## config.mk

```make
export PLATFORM = sky130hd
export DESIGN_NAME = ram_port_arbiter
export DESIGN_NICKNAME = d
export VERILOG_FILES = /design/src/rtl/ram_port_arbiter.sv
export SDC_FILE = /design/constraint.sdc
export NUM_CORES = 1
export LEC_CHECK = 0
export BUFFER_PORTS_ARGS = -buffer_cell sky130_fd_sc_hd__buf_2
export CAP_MARGIN = 40
export CORE_AREA = 3 3 553 555
export CTS_BUF_LIST = sky130_fd_sc_hd__clkbuf_8
export DETAILED_ROUTE_END_ITERATION = 8
export DIE_AREA = 0 0 556 558
export GPL_TIMING_DRIVEN = 1
export SLEW_MARGIN = 10
export SYNTH_ARGS = -nofsm -noshare
export SYNTH_HDL_FRONTEND = slang
export SYNTH_SLANG_ARGS = --single-unit
export TNS_END_PERCENT = 5
```

## constraint.sdc

```tcl
create_clock -name clk -period 2.2 [get_ports clk]
set_clock_uncertainty 0.1 [all_clocks]
set_input_delay 0.55 -clock clk [delete_from_list [all_inputs] [get_ports clk]]
set_output_delay 0.55 -clock clk [all_outputs]
set_load 0.02 [all_outputs]
```

## src/rtl/ram_port_arbiter.sv

```systemverilog
// Two-requester arbiter in front of a single-port RAM with fixed read latency.
// Ports: clk, reset (async, active-low); req/we/addr/be/wdata per requester
// (packed, requester i in slice i); gnt/rvalid one-hot; rdata shared;
// *_RAM drive the RAM. Define ARB_ROUND_ROBIN_EN for round-robin priority,
// otherwise requester 0 has fixed priority.
module ram_port_arbiter #(
  parameter int ADDR_W = 14,
  parameter int DATA_W = 256,
  parameter int RD_LAT = 2
) (
  input  logic                  clk,
  input  logic                  reset,
  input  logic [1:0]            req,
  input  logic [1:0]            we,
  input  logic [2*ADDR_W-1:0]   addr,
  input  logic [2*DATA_W/8-1:0] be,
  input  logic [2*DATA_W-1:0]   wdata,
  output logic [1:0]            gnt,
  output logic [1:0]            rvalid,
  output logic [DATA_W-1:0]     rdata,
  output logic [ADDR_W-1:0]     address_RAM,
  output logic [DATA_W/8-1:0]   byteena_RAM,
  output logic [DATA_W-1:0]     writeData_RAM,
  input  logic [DATA_W-1:0]     readData_RAM,
  output logic                  rden_RAM,
  output logic                  wren_RAM
);

  localparam int BE_W = DATA_W / 8;

  typedef enum logic {
    IDLE,
    RD_WAIT
  } state_e;

  state_e     state_q;
  logic [2:0] cnt_q;
  logic       owner_q;
`ifdef ARB_ROUND_ROBIN_EN
  logic       ptr_q;
`endif

  logic any;
  logic win;
  logic rv_hit;

  // Outputs are gated by reset so everything reads 0 while it is low.
  always_comb begin
    any = reset && (state_q == IDLE) && (req != 2'b00);
`ifdef ARB_ROUND_ROBIN_EN
    win = (req == 2'b11) ? ptr_q : req[1];
`else
    win = ~req[0];
`endif
    rv_hit = reset && (state_q == RD_WAIT) && (cnt_q == 3'd0);
  end

  always_comb begin
    gnt           = 2'b00;
    address_RAM   = '0;
    byteena_RAM   = '0;
    writeData_RAM = '0;
    wren_RAM      = 1'b0;
    rden_RAM      = 1'b0;
    if (any) begin
      gnt           = win ? 2'b10 : 2'b01;
      address_RAM   = win ? addr[2*ADDR_W-1:ADDR_W]
                          : addr[ADDR_W-1:0];
      byteena_RAM   = win ? be[2*BE_W-1:BE_W]
                          : be[BE_W-1:0];
      writeData_RAM = win ? wdata[2*DATA_W-1:DATA_W]
                          : wdata[DATA_W-1:0];
      wren_RAM      = we[win];
      rden_RAM      = ~we[win];
    end
  end

  assign rvalid = {rv_hit & owner_q, rv_hit & ~owner_q};
  assign rdata  = reset ? readData_RAM : '0;

  always_ff @(posedge clk or negedge reset) begin
    if (!reset) begin
      state_q <= IDLE;
      cnt_q   <= 3'd0;
      owner_q <= 1'b0;
`ifdef ARB_ROUND_ROBIN_EN
      ptr_q   <= 1'b0;
`endif
    end else begin
      unique case (state_q)
        IDLE: begin
          if (any) begin
`ifdef ARB_ROUND_ROBIN_EN
            ptr_q <= ~win;
`endif
            if (!we[win]) begin
              state_q <= RD_WAIT;
              cnt_q   <= 3'(RD_LAT - 1);
              owner_q <= win;
            end
          end
        end
        RD_WAIT: begin
          if (cnt_q == 3'd0) state_q <= IDLE;
          else               cnt_q   <= cnt_q - 3'd1;
        end
      endcase
    end
  end

endmodule

```

==> impl_metrics.json <==
{
  "outcome": "finished, violations left",
  "failed_checks": "negative setup slack",
  "rsz0062_at_grt": "yes",
  "drive_gt1_share_pct": 77.27,
  "cts_buffers": 3,
  "ant_nets": 0,
  "place.gp.congestion": 0.9555,
  "critPathMaxStageDelay_ns": 0.27,
  "grt.overflow.total": 0,
  "die_h_um": 558,
  "core.rowCount": 202,
  "die_w_um": 556,
  "synth_cells": 689,
  "io_pins": 1430,
  "critPathRequiredTime_ns": 1.55,
  "routed_wl_mm": 256.2,
  "netlist_area_mm2": 0.005275,
  "drt_iter0_drc": 1210,
  "via_count": 14770,
  "tightest_slew_ns": 0.3832,
  "ys_seq_area_share_pct": 2.372,
  "core_area_mm2": 0.3020,
  "syn_nets": 1557,
  "clk_pin_slew_worst_paths_ns": 0.04,
  "fin_nets": 2990,
  "cts.root.buffer_cell": "clkbuf_8",
  "min_period_over_period_pct": 121.1,
  "final_cells": 6303,
  "yosys_warnings": 0,
  "numPortBuffers": 1429,
  "crit_fanout": 43,
  "worst_slack_ns": -0.4649,
  "hold_viol": 0,
  "cpLargestDelayFamily": "buffers and inverters",
  "dr.pass1.iters": 5,
  "cts_tree": "done",
  "antenna_found_initial": 372,
  "ys_ff_latch": 5,
  "areaGrowthSynthToFinish_pct": 357.1,
  "dp.cells": 6076,
  "utilization_pct": 7.984,
  "setup-violations-final": 402,
  "cp-start-kind": "primary input",
  "via_per_inst": 2.343,
  "hold_class": "reg2reg",
  "wl_per_cell_um": 40.64,
  "layout_min_cycle_time_ns": 2.665,
  "htree_num_levels": 1,
  "die_area_mm2": 0.3102,
  "synth_cell_types": 24,
  "cp_cell_sequence": "buf_12, nand4bb_4, inv_12, buf_6, buf_16, a22o_1, buf_4",
  "detailed_place_hpwl_mm": 244.3,
  "final_max_slew_viol_count": 0,
  "grt_pass1_vias": 13200,
  "grt_first_pass_wirelength_mm": 279.9,
  "track_usage_pct": 15.63,
  "total_power_mw": 9.164,
  "cts_max_path_buffers": 2,
  "drc_errors": 0,
  "cap_viol_max_count": 0,
  "grt_max_degree": 81,
  "power_density_mw_per_mm2": 380.0,
  "max-slew-margin-rel_pct": 74.45,
  "worstSkewPairLatency_ns": 0.22,
  "slowest_stage": "a22o_1",
  "path_class": "in2out",
  "arrival_ns": 2.01,
  "p_leak_nw": 10.51,
  "timing.critical_path.buf_inv": 5,
  "clock-sinks": 5,
  "end_kind": "output port",
  "max_freq_mhz": 375.2,
  "peakVddDrop_uv": 182.5,
  "initial_core_util_pct": 1.747,
  "avgSynthCellArea_um2": 7.656
}
-- worst reg2reg max path: stages, from the launching register on --
cell       delay, ns
dfrtp_1         0.39
nand4bb_4       0.30
buf_4           0.18
o221a_2         0.30
o2bb2ai_1       0.14
-- sequential cells by signal, summed over array words and instances (netlist names) --
register  count
owner_q       1
cnt_q         3
state_q       1
-- placed cells by master (no fill, tap or decap), types with 6 or more instances in the layout --
cell      instances
a22o_4           98
buf_2          1041
buf_8             6
a22o_1          202
clkbuf_4         19
buf_16           13
inv_1             9
buf_4            62
and2_1          250
diode_2         204
buf_12          285
buf_6            94
-- synthesized netlist by cell type --
library cell / instances / area [um2]
a21oi_1: 2 / 10.01
a22o_1: 302 / 2645
and2_1: 256 / 1602
buf_2: 28 / 140.1
buf_4: 4 / 30.03
buf_6: 37 / 416.7
clkbuf_1: 26 / 97.59
dfrtp_1: 5 / 125.1
ha_1: 2 / 25.02
inv_1: 8 / 30.03
inv_2: 1 / 3.750
mux2i_1: 1 / 10.01
nand2_1: 1 / 3.750
nand2b_1: 2 / 12.51
nand2b_4: 1 / 13.76
nand3_1: 2 / 10.01
nand4bb_4: 1 / 27.53
nor2_1: 2 / 7.510
nor2_4: 1 / 11.26
o21ai_0: 2 / 10.01
o221a_2: 1 / 11.26
o2bb2ai_1: 2 / 17.52
o31a_1: 1 / 8.760
or3_1: 1 / 6.260
-- cells by family after synthesis --
| logic type | share of synthesized area, % |
|---|---|
| muxes | 0.1898 |
| buffers and inverters | 13.61 |
| AOI/OAI and AO/OA | 51.23 |
| adders and majority gates | 0.4743 |
| and+or+nand+nor | 32.12 |
| DFF | 2.372 |
-- cell type report --
| type | count | area, um2 |
|---|---|---|
| fillers | 35350 | 277900 |
| diodes | 204 | 510.5 |
| inverters | 9 | 46.29 |
| clock inverters | 1 | 3.754 |
| repair buffers | 1523 | 13100 |
| multi-input cells | 580 | 5309 |
| flip-flops and latches | 5 | 125.1 |
| well taps | 3978 | 4977 |
| clock buffers | 3 | 41.29 |
-- through the flow --
stage	setup WS [ns]	cell area (um2)	TNS (ns)	hold slack [ns]
2_1_floorplan	0.09816	5275	0	0.1544
3_3_place_gp	-0.8612	21410	-218.68	0.3741
3_5_place_dp	-0.8651	21410	-220.41	0.3794
4_1_cts	-0.5195	22680	-138.92	0.3900
5_1_grt	-0.5165	23830	-130.26	0.4206
6_report	-0.4649	24110	-96.18	0.3914
-- metal layers --
layer	up-vias	wire length [um]	GRT usage, %
met5	-	1659	0
met4	252	8314	4.314
met3	748	43310	11.72
met2	1613	137900	30.37
met1	6418	64990	11.72
li1	5734	-	-
-- timing repair --
action	CTS	global route
hold buffers	0	0
setup endpoints to repair	564	532
pin swaps	53	50
resized for setup	212	206
setup buffers	8	4
cloned	6	1
-- path summary, 6_finish.rpt --
| kind | slack, ns | start | depth (start not counted) | end |
|---|---|---|---|---|
| max | -0.46 | req[0] | 7 | byteena_RAM[20] |
| min | 0.39 | cnt_q[1] | 1 | cnt_q[1] |
| max reg2reg | 0.67 | state_q | 4 | cnt_q[2] |
| min reg2reg | 0.39 | cnt_q[1] | 1 | cnt_q[1] |
| max in group asynchronous | 1.42 | reset | 3 | state_q |
| min in group asynchronous | 0.42 | reset | 3 | cnt_q[0] |
-- power breakdown --
group          total (mW)  switching [mW]  internal, mW
Clock               0.168          0.0478         0.120
Sequential          0.153          0.0212         0.132
Combinational        8.84            4.89          3.96
Total                9.16            4.96          4.21
Power figures use the tool's default switching activity.
